$ cat src/rtl/pulse_sync_scheduler.sv
// pulse_sync_scheduler
//   Time-shares one single-pulse CDC synchronizer between P_NUM_REQ event
//   sources in the clk_a domain. Incoming event pulses are latched as pending
//   flags. One pending source is picked round-robin and issued as a one-cycle
//   pulse plus a source ID. A guard gap then follows before the next issue.
//
// Ports
//   i_clk_a      clock, domain A
//   i_rst_a      asynchronous, active-high reset
//   i_req_a      per-source single-cycle event pulses
//   i_ack_async  raw far-domain handshake ack (only with SYNC_SCHED_ACK_EN)
//   o_pend_a     pending flag per source
//   o_single_a   one-cycle pulse to the synchronizer input
//   o_id_a       ID of the last issued source, held until the next issue
//   o_busy_a     high while the FSM is not idle
//   o_drop_a     one-cycle flag per source: event lost, source already pending
//
// Optional feature macro: SYNC_SCHED_ACK_EN
//   When defined, the gap also waits for a synchronized ack rise-then-fall,
//   observed after the issue edge. The counter saturates while it waits.

module pulse_sync_scheduler #(
  parameter int unsigned P_NUM_REQ    = 4,
  parameter int unsigned P_ID_W       = 2,
  parameter int unsigned P_GAP_CYCLES = 8
) (
  input  logic                 i_clk_a,
  input  logic                 i_rst_a,
  input  logic [P_NUM_REQ-1:0] i_req_a,
`ifdef SYNC_SCHED_ACK_EN
  input  logic                 i_ack_async,
`endif
  output logic [P_NUM_REQ-1:0] o_pend_a,
  output logic                 o_single_a,
  output logic [P_ID_W-1:0]    o_id_a,
  output logic                 o_busy_a,
  output logic [P_NUM_REQ-1:0] o_drop_a
);

  localparam int unsigned          CNT_W    = $clog2(P_GAP_CYCLES) + 1;
  localparam logic [CNT_W-1:0]     CNT_LAST = CNT_W'(P_GAP_CYCLES - 1);
  localparam logic [CNT_W-1:0]     CNT_ONE  = CNT_W'(1);
  localparam logic [P_ID_W-1:0]    LAST_RST = P_ID_W'(P_NUM_REQ - 1);
  localparam logic [P_NUM_REQ-1:0] ONE_HOT0 = P_NUM_REQ'(1);

  typedef enum logic {
    S_IDLE,
    S_GAP
  } state_t;

  state_t                 state_q, state_d;
  logic [CNT_W-1:0]       cnt_q, cnt_d;
  logic [P_NUM_REQ-1:0]   pend_q, pend_d;
  logic [P_NUM_REQ-1:0]   drop_q, drop_d;
  logic [P_ID_W-1:0]      last_q, last_d;
  logic [P_ID_W-1:0]      id_q, id_d;
  logic                   single_q, single_d;
  logic                   busy_q, busy_d;

  logic                   grant_vld;
  logic [P_ID_W-1:0]      grant_id;
  logic [P_NUM_REQ-1:0]   grant_oh;
  logic [P_NUM_REQ-1:0]   issue_oh;
  logic                   issue;
  logic                   ack_done;
  int unsigned            idx;

  // Round-robin search: offsets 1..N from the last grant. The first pending
  // source found wins, so the last-granted source has the lowest priority.
  always_comb begin
    grant_vld = 1'b0;
    grant_id  = '0;
    grant_oh  = '0;
    idx       = 0;
    for (int unsigned i = 1; i <= P_NUM_REQ; i++) begin
      idx = (32'(last_q) + i) % P_NUM_REQ;
      if (!grant_vld && (|(pend_q & (ONE_HOT0 << idx)))) begin
        grant_vld = 1'b1;
        grant_id  = P_ID_W'(idx);
        grant_oh  = ONE_HOT0 << idx;
      end
    end
  end

  always_comb begin
    state_d  = state_q;
    cnt_d    = cnt_q;
    last_d   = last_q;
    id_d     = id_q;
    single_d = 1'b0;
    issue    = 1'b0;
    issue_oh = '0;
    case (state_q)
      S_IDLE: begin
        if (grant_vld) begin
          issue    = 1'b1;
          issue_oh = grant_oh;
          single_d = 1'b1;
          id_d     = grant_id;
          last_d   = grant_id;
          cnt_d    = '0;
          state_d  = S_GAP;
        end
      end
      S_GAP: begin
        if (cnt_q == CNT_LAST && ack_done) begin
          state_d = S_IDLE;
          cnt_d   = '0;
        end else if (cnt_q != CNT_LAST) begin
          cnt_d = cnt_q + CNT_ONE;
        end
      end
      default: state_d = S_IDLE;
    endcase
    // A request arriving on the issue edge of the same source is re-queued
    // rather than dropped.
    pend_d = (pend_q & ~issue_oh) | i_req_a;
    drop_d = i_req_a & pend_q & ~issue_oh;
    busy_d = (state_d != S_IDLE);
  end

  always_ff @(posedge i_clk_a or posedge i_rst_a) begin
    if (i_rst_a) begin
      state_q  <= S_IDLE;
      cnt_q    <= '0;
      pend_q   <= '0;
      drop_q   <= '0;
      last_q   <= LAST_RST;
      id_q     <= '0;
      single_q <= 1'b0;
      busy_q   <= 1'b0;
    end else begin
      state_q  <= state_d;
      cnt_q    <= cnt_d;
      pend_q   <= pend_d;
      drop_q   <= drop_d;
      last_q   <= last_d;
      id_q     <= id_d;
      single_q <= single_d;
      busy_q   <= busy_d;
    end
  end

`ifdef SYNC_SCHED_ACK_EN
  logic ack_meta_q, ack_meta_d;
  logic ack_sync_q, ack_sync_d;
  logic ack_prev_q, ack_prev_d;
  logic rise_seen_q, rise_seen_d;
  logic fall_seen_q, fall_seen_d;

  // A fall counts only after a rise has been seen since the last issue.
  always_comb begin
    ack_meta_d  = i_ack_async;
    ack_sync_d  = ack_meta_q;
    ack_prev_d  = ack_sync_q;
    rise_seen_d = rise_seen_q | (ack_sync_q & ~ack_prev_q);
    fall_seen_d = fall_seen_q | (rise_seen_q & ~ack_sync_q & ack_prev_q);
    if (issue) begin
      rise_seen_d = 1'b0;
      fall_seen_d = 1'b0;
    end
  end

  always_ff @(posedge i_clk_a or posedge i_rst_a) begin
    if (i_rst_a) begin
      ack_meta_q  <= 1'b0;
      ack_sync_q  <= 1'b0;
      ack_prev_q  <= 1'b0;
      rise_seen_q <= 1'b0;
      fall_seen_q <= 1'b0;
    end else begin
      ack_meta_q  <= ack_meta_d;
      ack_sync_q  <= ack_sync_d;
      ack_prev_q  <= ack_prev_d;
      rise_seen_q <= rise_seen_d;
      fall_seen_q <= fall_seen_d;
    end
  end

  assign ack_done = fall_seen_q;
`else
  assign ack_done = 1'b1;
`endif

  assign o_pend_a   = pend_q;
  assign o_single_a = single_q;
  assign o_id_a     = id_q;
  assign o_busy_a   = busy_q;
  assign o_drop_a   = drop_q;

endmodule

$ cat config.mk
export PLATFORM = sky130hd
export DESIGN_NAME = pulse_sync_scheduler
export DESIGN_NICKNAME = d
export VERILOG_FILES = /design/src/rtl/pulse_sync_scheduler.sv
export SDC_FILE = /design/constraint.sdc
export NUM_CORES = 1
export LEC_CHECK = 0
export BUFFER_PORTS_ARGS = -buffer_cell sky130_fd_sc_hd__buf_2
export CAP_MARGIN = 20
export CORE_MARGIN = 3
export CORE_UTILIZATION = 59
export CTS_CLUSTER_SIZE = 8
export DETAILED_ROUTE_END_ITERATION = 12
export PLACE_DENSITY_LB_ADDON = 0.08
export SYNTH_ARGS = -nofsm -noshare
export SYNTH_HDL_FRONTEND = slang
export SYNTH_SLANG_ARGS = --single-unit
$ cat constraint.sdc
create_clock -name i_clk_a -period 3.9 [get_ports i_clk_a]
set_input_delay 0.78 -clock i_clk_a [delete_from_list [all_inputs] [get_ports i_clk_a]]
set_output_delay 0.78 -clock i_clk_a [all_outputs]
set_load 0.01 [all_outputs]
==> results of run 1 <==
==> power breakdown <==
| group | leakage (µW) | total (µW) | internal (µW) | switching (µW) |
|---|---|---|---|---|
| logic | 0.000324 | 721 | 271 | 450 |
| registers | 0.000201 | 354 | 270 | 84.3 |
| clock network | 0.0000210 | 114 | 56.8 | 57.0 |
| total | 0.000547 | 1190 | 597 | 592 |
==> flip-flops by register name (all words and copies together), names as in the netlist <==
| name | cells |
|---|---|
| last_q | 2 |
| o_busy_a | 1 |
| o_single_a | 1 |
| o_pend_a | 4 |
| cnt_q | 4 |
| o_drop_a | 4 |
| o_id_a | 2 |
==> metrics by stage <==
step                      total power, µW  worst slack (ps)  instances  hold WS, ps
after global placement               1040              1640        153          479
final                                1190              1490        157          524
after CTS                            1180              1530        157          511
after detailed placement             1060              1540        153          481
after floorplan                       946              1880        120          468
after global routing                 1290              1330        157          543
==> worst paths after layout <==
path / from / to / cells past startpoint
hold reg to reg: o_id_a[0]$_DFFE_PP0P_ / o_id_a[0]$_DFFE_PP0P_ / 2
max in group asynchronous: i_rst_a / cnt_q[2]$_DFFE_PP0P_ / 2
setup reg to reg: last_q[0]$_DFFE_PP1P_ / o_drop_a[3]$_DFF_PP0_ / 8
min in group asynchronous: i_rst_a / o_drop_a[2]$_DFF_PP0_ / 2
setup / recovery: last_q[0]$_DFFE_PP1P_ / o_drop_a[3]$_DFF_PP0_ / 8
hold / removal: o_id_a[0]$_DFFE_PP0P_ / o_id_a[0]$_DFFE_PP0P_ / 2
==> final cells by class <==
cell class                 instances  area share (%)
multi-input combinational         85            47.6
sequential                        18            37.2
timing repair buffer              17            6.98
clock buffer                       4            2.98
inverter                           8            2.67
tap                               25            2.57
==> cell usage after synthesis <==
| library cell | n | area share [%] |
|---|---|---|
| a22o_1 | 3 | 2.3 |
| dfstp_2 | 2 | 4.6 |
| a21o_1 | 3 | 2.0 |
| a41o_4 | 1 | 1.9 |
| a21boi_2 | 2 | 2.0 |
| buf_2 | 2 | 0.88 |
| a32oi_1 | 2 | 1.5 |
| a22oi_1 | 8 | 5.3 |
| nand3_1 | 3 | 1.3 |
| clkbuf_1 | 1 | 0.33 |
| a31oi_1 | 2 | 1.1 |
| o21ai_1 | 4 | 1.8 |
| and2_1 | 5 | 2.8 |
| xor2_1 | 1 | 0.77 |
| nor3_1 | 1 | 0.44 |
| or2_1 | 2 | 1.1 |
| buf_6 | 2 | 2.0 |
| o22ai_1 | 1 | 0.55 |
| o31ai_1 | 2 | 1.3 |
| dfrtp_1 | 16 | 35 |
| a21oi_1 | 5 | 2.2 |
| a21boi_1 | 2 | 1.3 |
| buf_4 | 4 | 2.7 |
| nand2_1 | 8 | 2.7 |
| inv_1 | 7 | 2.3 |
| ha_1 | 5 | 5.5 |
| a211o_1 | 1 | 0.77 |
| nand4_1 | 3 | 1.7 |
| o21ai_0 | 3 | 1.3 |
| inv_4 | 1 | 0.55 |
| nand3b_1 | 2 | 1.3 |
| a211oi_2 | 1 | 1.1 |
| and3_1 | 1 | 0.55 |
| nor3b_1 | 1 | 0.66 |
| nor2_1 | 8 | 2.7 |
| a211oi_1 | 5 | 3.3 |
==> cells by family after synthesis <==
group           after synthesis
xor+xnor                      1
buf+inv                      17
fa+ha+maj                     5
simple gates                 34
compound gates               45
flops                        18
==> cells in the final DEF, fill, tap and decap left out, types with 3 or more instances in the layout <==
cell | synthesis | final
buf_2 | 2 | 17
clkbuf_4 | 0 | 3
a22oi_1 | 8 | 8
nand3_1 | 3 | 3
o21ai_0 | 3 | 3
nor2_1 | 8 | 8
a21oi_1 | 5 | 5
a22o_1 | 3 | 3
a21o_1 | 3 | 3
nand4_1 | 3 | 3
o21ai_1 | 4 | 4
ha_1 | 5 | 5
dfrtp_1 | 16 | 16
and2_1 | 5 | 5
inv_1 | 7 | 7
nand2_1 | 8 | 8
a211oi_1 | 5 | 5
==> routing by layer <==
layer	global-route usage (%)	share of wire [%]
met1	27.5	43
met2	35.0	50
met3	3.93	5.5
met4	6.45	1.6
met5	0	0
==> worst register-to-register path: cells and delay by family (launching register included) <==
family | cells | cell delay [ps]
buffers and inverters | 2 | 150
AND/OR/NAND/NOR | 2 | 520
AO/OA/AOI/OAI | 3 | 750
flip-flops | 1 | 580
adder cells (fa/ha/maj) | 1 | 340
==> run metrics, run 1 <==
status completed; Die Span Y 49.8 µm; Critical Path AT 2650 ps; Lkg Pwr 0.000547 µW; final worst-path cycle share 61.9%; I/O Pins 18; Synth Area in XOR/XNOR 0.773%; Max Slew Vio Count 0; FF+latch area 453 µm²; core area 1760 µm²; Initial Utilization 64.2%; Max IR drop VDD 0.553 mV; Crit Path Max Fanout 11; slowest stage cell on the critical path dfstp_2; post-route cell area 1220 µm²; total grt overflow 0; die area 2480 µm²; DRT Wirelength 2460 µm; die width 49.8 µm; Clock Tree Root clkbuf_4; Post-DP HPWL 1750 µm; Syn Std Cell Area 1130 µm²; min Tclk post-route 2410 ps; Final setup viols 0; clk buf depth 2; Setup TNS 0 ps; maxcap violations 0; Synthesis Warnings 0; global-route wire length before repair 4110 µm; H-tree levels 1; Synth Area in Adders 5.52%; CP Launch Type flop; Synth Area in Compound Gates 29.8%; placed cell area 1180 µm²; crit path kind flop to flop; initial antenna violation count 0; Mapped Cells 120; ant diodes 0; largest net degree at the start of global routing 19; Achievable Freq 414 MHz; crit end category flop; Routability Congestion 0.877; Multi-input gate area 581 µm²; area delta synth->final 7.62%; Synth Net Count 131; fraction of layout cells with a size suffix above 1 21.2%; Hold Path Class flop to flop; total global-route track usage 21.0%; worst-skew pair later-pin latency 290 ps; Syn Area/Cell 9.44 µm²; delay-heaviest family, CP compound AO/OA/AOI/OAI gates; mux contribution to synthesized area 0%; worst reg2reg setup slack 1490 ps; PortBufs 17; worst-path cell chain inv_1 > ha_1 > a22oi_1 > and2_1 > a41o_4 > inv_4 > a21boi_2 > and2_1; Yosys cell types 36; # rows 15; post-synthesis sequential area ratio 40.0%; PostCTS Resize Cnt 0; total CTS buffers 3; Num Clock Sinks 18; Final Util 69.1%; vias after detailed routing 1002; Clock transition at path regs 100 ps; post-DR vias/cell 6.38; drt wl/cell 15.7 µm; final hold vios 0; number of detailed-route iterations in the first pass 5; largest family of logic cells by synthesized area compound AO/OA/AOI/OAI gates; Rel. slew slack 53.9%; post-CTS setup buffer count 0; RSZ-0062 raised after global routing false; layout filler cell count 144; Final ANT Viol Nets 0; DRC Markers 0; actual slew at the worst max-slew pin 691 ps; Worst path most repeated cell and2_1; WP buf/inv 2; clock skew after layout 3.21 ps; pwr dens 976 nW/µm²; DR iter-0 viols 36; Yosys reg bits 18; crit-path max cell delay 580 ps; Req. time, crit path 4130 ps; # hold bufs at CTS 0; vias in the first global route 920; NumNets Final 144; CTS tree yes; Simple-Gate Fraction of Synth Area 15.1%
Note: power is estimated with default switching activity, not from simulation.
==> run 2: changes to the inputs <==
--- a/config.mk
+++ b/config.mk
@@ -5,10 +5,11 @@
 export SDC_FILE = /design/constraint.sdc
 export NUM_CORES = 1
 export LEC_CHECK = 0
+export ABC_AREA = 1
 export BUFFER_PORTS_ARGS = -buffer_cell sky130_fd_sc_hd__buf_2
 export CAP_MARGIN = 20
 export CORE_MARGIN = 3
-export CORE_UTILIZATION = 59
+export CORE_UTILIZATION = 50
 export CTS_CLUSTER_SIZE = 8
 export DETAILED_ROUTE_END_ITERATION = 12
 export PLACE_DENSITY_LB_ADDON = 0.08
==> constraint.sdc (replaced) <==
create_clock -name i_clk_a -period 2.1 [get_ports i_clk_a]
set_input_delay 0.42 -clock i_clk_a [delete_from_list [all_inputs] [get_ports i_clk_a]]
set_output_delay 0.42 -clock i_clk_a [all_outputs]
set_load 0.01 [all_outputs]
==> run 2 against run 1 <==
Effect of this change: via count up 11%; first-iteration DRC count is 69% lower; total power is 53% lower; synthesized cell count up 39%; clock skew up 5.5 ps; sequential power barely moved; setup slack got worse by 1400 ps; highest routed layer unchanged.
==> run metrics, run 2 <==
drt wl/cell 11.9 µm (-24%); FF+latch area 453 µm² (unchanged); commonest non-fill, non-tap cell in the layout nand2_1; min Tclk post-route 1980 ps (-433 ps); vias after detailed routing 1111 (+11%); post-route cell area 1460 µm² (+20%); crit end category flop; most frequent cells in the layout nand2_1 (69), buf_2 (17), inv_1 (16), dfrtp_1 (16); RR Startpoint last_q[1]$_DFFE_PP1P_; final non-filler cell total 222 (+41%); clk buf depth 2 (unchanged); vias in the first global route 902 (-2.0%); Reg-to-Reg End o_id_a[0]$_DFFE_PP0P_; total global-route track usage 19.1% (-2.0 points); DRC Markers 0 (unchanged); Lkg Pwr 0.000768 µW (+40%); worst-skew pair later-pin latency 290 ps (about the same); ant diodes 0 (unchanged); Synth Area in Compound Gates 5.43% (-24 points); Routability Congestion 0.921 (+5.1%); synth cell count leaders nand2_1 (72), inv_1 (18), dfrtp_1 (16), nor2_1 (13), nand3_1 (9); post-synthesis sequential area ratio 37.8% (-2.2 points); final worst-path cycle share 94.4% (+32 points); Final setup viols 0 (unchanged); Syn Area/Cell 7.18 µm² (-24%); NumNets Final 206 (+43%); top cell type's share of synthesized area 33.4% (-2.0 points); Initial Utilization 53.7% (-11 points); Design Power 554 µW (-53%); Mapped Cells 167 (+39%); actual slew at the worst max-slew pin 654 ps (-37.2 ps); global-route wire length before repair 4060 µm (-1.0%); Final ANT Viol Nets 0 (unchanged); Post-synth EDFFs 0 (unchanged); Crit Path Max Fanout 7 (-4); DRT Wirelength 2650 µm (+7.6%); PortBufs 17 (unchanged); Syn Std Cell Area 1200 µm² (+5.9%); Die Span Y 55.0 µm (+10%); Yosys reg bits 18 (unchanged); die width 55.0 µm (+10%); Critical Path AT 2160 ps (-490 ps); post-DR vias/cell 5.00 (-22%); initial antenna violation count 0 (unchanged); placed cell area 1300 µm² (+9.6%); Synthesis Warnings 0 (unchanged); core area 2230 µm² (+27%); DP Cell Count 211 (+38%); CP Launch Type flop; fraction of layout cells with a size suffix above 1 30.4% (+9.2 points); critical path startpoint last_q[1]$_DFFE_PP1P_; Multi-input gate area 688 µm² (+19%); Simple-Gate Fraction of Synth Area 40.8% (+26 points); ys async rst share 100% (unchanged); clock skew after layout 8.67 ps (+5.46 ps); Yosys cell types 21 (-42%); Primary FF master, synth dfrtp_1; Num Clock Sinks 18 (unchanged); RSZ-0062 raised after global routing false; total grt overflow 0 (unchanged); area delta synth->final 21.5%; Setup TNS 0 ps (unchanged); total CTS buffers 3 (unchanged); I/O Pins 18 (unchanged); die area 3020 µm² (+22%); pwr dens 381 nW/µm² (-61%); Synth Net Count 178 (+36%); most numerous cell in the Yosys netlist nand2_1; DR iter-0 viols 11 (-69%); Clock Tree Root clkbuf_4; largest net degree at the start of global routing 19 (unchanged); main area contributors after synthesis dfrtp_1 (33%), nand2_1 (23%), inv_1 (5.6%); worst reg2reg setup slack 120 ps (-1370 ps); final hold vios 0 (unchanged); largest family of logic cells by synthesized area simple AND/OR/NAND/NOR gates; crit path kind flop to flop; Achievable Freq 505 MHz (+22%); H-tree levels 1 (unchanged); CTS tree yes; mux contribution to synthesized area 0% (unchanged); Hold Slack 202 ps (-323 ps); Max IR drop VDD 0.391 mV (-29%); # rows 17 (+2); worst r2r path cells 11 (+3); layout filler cell count 205 (+42%); Rel. slew slack 56.4% (+2.5 points); Max Slew Vio Count 0 (unchanged); number of detailed-route iterations in the first pass 4 (-1); Clock transition at path regs 100 ps (about the same); Req. time, crit path 2280 ps (-1850 ps); Hold Path Class primary input to asynchronous set/reset pin; status completed; cell taking the most area after synthesis dfrtp_1; Post-DP HPWL 1960 µm (+12%); Synth Area in XOR/XNOR 0.731% (-0.043 points); maxcap violations 0 (unchanged); Synth Area in Adders 5.22% (-0.31 points)
==> run 2: changes by cell type after synthesis, sizes merged, moves of 4 or more <==
cell    change
nor2        +9
a211oi      -6
buf         -4
and2        -5
a22oi       -8
nand3       +6
a21boi      -4
nand2      +70
inv        +12
==> run 2: how the worst max path moves through the flow <==
stage,to,cells after the start,slack [ps]
global placement,o_pend_a[3]$_DFF_PP0_,13,40
global route,o_pend_a[3]$_DFF_PP0_,12,7
floorplan,o_pend_a[1]$_DFF_PP0_,13,250
CTS,o_id_a[1]$_DFFE_PP0P_,10,20
detailed placement,o_pend_a[3]$_DFF_PP0_,13,-40
finish,o_id_a[0]$_DFFE_PP0P_,11,120
==> run 2: area by class of cell <==
cell class | count | share of cell area [%]
multi-input combinational | 125 | 47.3
sequential | 18 | 31.1
timing repair buffer | 27 | 12.1
inverter | 20 | 5.33
tap | 28 | 2.41
clock buffer | 4 | 1.80
==> run 2: cells by family after synthesis <==
logic type               Yosys count
buffers and inverters             24
XOR/XNOR                           1
AND/OR/NAND/NOR                  107
flip-flops                        18
adder cells (fa/ha/maj)            5
AO/OA/AOI/OAI                     12
==> run 2: stage by stage <==
step                      util (%)  setup slack (ps)
final                         65.2               118
after global routing          65.2              6.75
after CTS                     59.3              20.8
after detailed placement      58.0             -36.4
after global placement        58.0              35.0
after floorplan                  -               246
==> run 2: power by group <==
part	leakage (µW)	switching, µW	internal (µW)	total, µW
registers	0.000196	1.73	351	353
clock network	0.0000150	102	73.8	176
logic	0.000557	16.1	9.52	25.6
==> run 2: worst max-delay path: stages (launching register included) <==
cell     delay (ps)
dfstp_2         620
inv_4            70
ha_4            170
buf_4           140
nand2_1          60
nand2_1          60
nor2_1          140
nand4_1         150
nand2_2         210
inv_2            80
nand3_1         100
nand2_1          70
==> run 2: layer usage <==
metal	up-vias	GRT usage [%]	share of wire, %
met1	519	23.7	45
met3	4	4.83	4.5
li1	568	-	-
met4	0	6.07	1.2
met2	20	32.1	49
met5	-	0	0
==> run 2: repair_timing <==
item / in CTS / in global routing
buffers inserted: 0 / 8
hold buffers: 0 / 0
setup endpoints to repair: 3 / 12
resized for setup: 1 / 18
pin swaps: 0 / 4
cloned: 0 / 0
==> run 3: changes to the inputs <==
==> constraint.sdc (replaced) <==
create_clock -name i_clk_a -period 1.8 [get_ports i_clk_a]
set_input_delay 0.36 -clock i_clk_a [delete_from_list [all_inputs] [get_ports i_clk_a]]
set_output_delay 0.36 -clock i_clk_a [all_outputs]
set_load 0.01 [all_outputs]
==> run 3 against run 2 <==
Effect of this change: non-clock buffer count up 10; via count up 6.7%; global-route usage up 4.5 points; largest cell class unchanged; critical path depth unchanged; maximum frequency up 3.2%; the run now ends with negative setup slack left; largest power group unchanged; first-iteration DRC count rose to 3.5 times the previous value; cell count up 4.5%; clock power up 56%.
==> run metrics, run 3 (same netlist as run 2, synthesis figures left out) <==
min Tclk post-route 1920 ps (-62.3 ps); Final ANT Viol Nets 0 (unchanged); drt wl/cell 13.3 µm (+11%); post-route cell area 1610 µm² (+10%); ant diodes 0 (unchanged); RSZ-0062 raised after global routing true; Lkg Pwr 0.000820 µW (+6.7%); Multi-input gate area 758 µm² (+10%); Clock Tree Root clkbuf_4; global-route wire length before repair 5000 µm (+23%); # hold bufs at CTS 0 (unchanged); Achievable Freq 521 MHz (+3.2%); Die Span Y 55.0 µm (unchanged); Crit Path Max Fanout 7 (unchanged); final setup margin -119 ps (-238 ps); number of detailed-route iterations in the first pass 4 (unchanged); crit path kind flop to flop; pwr dens 447 nW/µm² (+17%); die area 3020 µm² (unchanged); Hold Path Class primary input to asynchronous set/reset pin; core area 2230 µm² (unchanged); placed cell area 1360 µm² (+4.8%); Max Slew Vio Count 0 (unchanged); # rows 17 (unchanged); most frequent cells in the layout nand2_1 (62), buf_4 (18), buf_2 (17), dfrtp_1 (16), inv_1 (15); fraction of layout cells with a size suffix above 1 41.7% (+11 points); routing usage on met3 4.02% (-0.80 points); clk buf depth 2 (unchanged); Rel. slew slack 53.7% (-2.7 points); Final Util 71.9% (+6.7 points); Initial Utilization 53.7% (unchanged); vias after detailed routing 1185 (+6.7%); final non-filler cell total 232 (+4.5%); crit end category flop; final worst-path cycle share 107% (+12 points); vias in the first global route 1101 (+22%); area delta synth->final 33.9%; Clock transition at path regs 120 ps (+20 ps); Critical Path AT 2140 ps (-20 ps); worst-skew pair later-pin latency 320 ps (+30 ps); FF+latch area 453 µm² (unchanged); actual slew at the worst max-slew pin 694 ps (+40.2 ps); Routability Congestion 0.840 (-8.8%); DR iter-0 viols 38 (+27); total global-route track usage 23.6% (+4.5 points); Post-DP HPWL 2040 µm (+4.2%); CP Launch Type flop; DRC Markers 0 (unchanged); failing checks negative setup slack; Hold Slack 125 ps (-76.9 ps); initial antenna violation count 0 (unchanged); I/O Pins 18 (unchanged); layout filler cell count 193 (-5.9%); met1 Use GR 28.2% (+4.5 points); post-DR vias/cell 5.11 (+2.1%); DRT Wirelength 3080 µm (+16%); RR Startpoint last_q[0]$_DFFE_PP1P_; commonest non-fill, non-tap cell in the layout nand2_1; status complete, but fails checks; maxcap violations 0 (unchanged); total grt overflow 0 (unchanged); Max IR drop VDD 0.465 mV (+19%); critical path startpoint last_q[0]$_DFFE_PP1P_; Final setup viols 17 (+17); clock skew after layout 7.00 ps (-1.67 ps); total CTS buffers 3 (unchanged); DP Cell Count 217 (+2.8%); H-tree levels 1 (unchanged); PortBufs 17 (unchanged); busiest grt layer met2; Design Power 717 µW (+29%); die width 55.0 µm (unchanged); NumNets Final 216 (+4.9%); Req. time, crit path 2020 ps (-260 ps); largest net degree at the start of global routing 19 (unchanged); CTS tree yes; worst reg2reg setup slack -120 ps (-240 ps); final hold vios 0 (unchanged); grt met2 use 40.4% (+8.3 points); Num Clock Sinks 18 (unchanged)
==> run 3: power breakdown <==
part | internal [µW] | switching, µW | total [µW]
Clock | 124 | 150 | 274
Combinational | 11.4 | 20.0 | 31.4
Sequential | 410 | 2.22 | 412
Total | 545 | 172 | 717
==> run 3: worst paths after layout <==
| kind | endpoint | cells past startpoint |
|---|---|---|
| max | o_pend_a[3]$_DFF_PP0_ | 11 |
| max in group asynchronous | cnt_q[1]$_DFFE_PP0P_ | 2 |
| min reg2reg | o_id_a[1]$_DFFE_PP0P_ | 2 |
| max reg2reg | o_pend_a[3]$_DFF_PP0_ | 11 |
| min | o_single_a$_DFF_PP0_ | 2 |
| min in group i_clk_a | o_pend_a[0]$_DFF_PP0_ | 3 |
==> run 3: worst max-delay path, cell delays in order (launching register included) <==
cell and delay, ps:
dfstp_2 600, buf_4 140, ha_4 160, nand2_1 70
nand2_2 160, nor2_8 60, nand4_1 170, nand2_4 150
nor2_2 150, nand2_1 60, nand2_1 50, nand2_1 50
==> run 3: metal layers <==
layer / part of all wire, % / wire, µm
met1: 43 / 1340
met2: 50 / 1530
met3: 4.0 / 122
met4: 3.1 / 94
met5: 0 / 0
==> run 3: stage by stage <==
step           TNS, ps  setup slack (ps)
2_1_floorplan        0              4.25
3_3_place_gp      -951              -121
3_5_place_dp     -1520              -158
4_1_cts           -879             -83.0
5_1_grt          -3770              -262
6_report         -1520              -119
==> run 3: repair_timing <==
item | in CTS | in global routing
endpoints found under the setup margin | 17 | 18
gates cloned | 0 | 0
hold endpoints to repair | 0 | 0
gates resized for setup | 26 | 6
buffers inserted | 10 | 1
pin swaps | 12 | 8
==> run 3: cell type report <==
type | instances | area share, %
multi-input combinational | 125 | 47.2
sequential | 18 | 28.2
tap | 28 | 2.18
clock buffer | 4 | 2.26
timing repair buffer | 37 | 15.1
inverter | 20 | 4.99
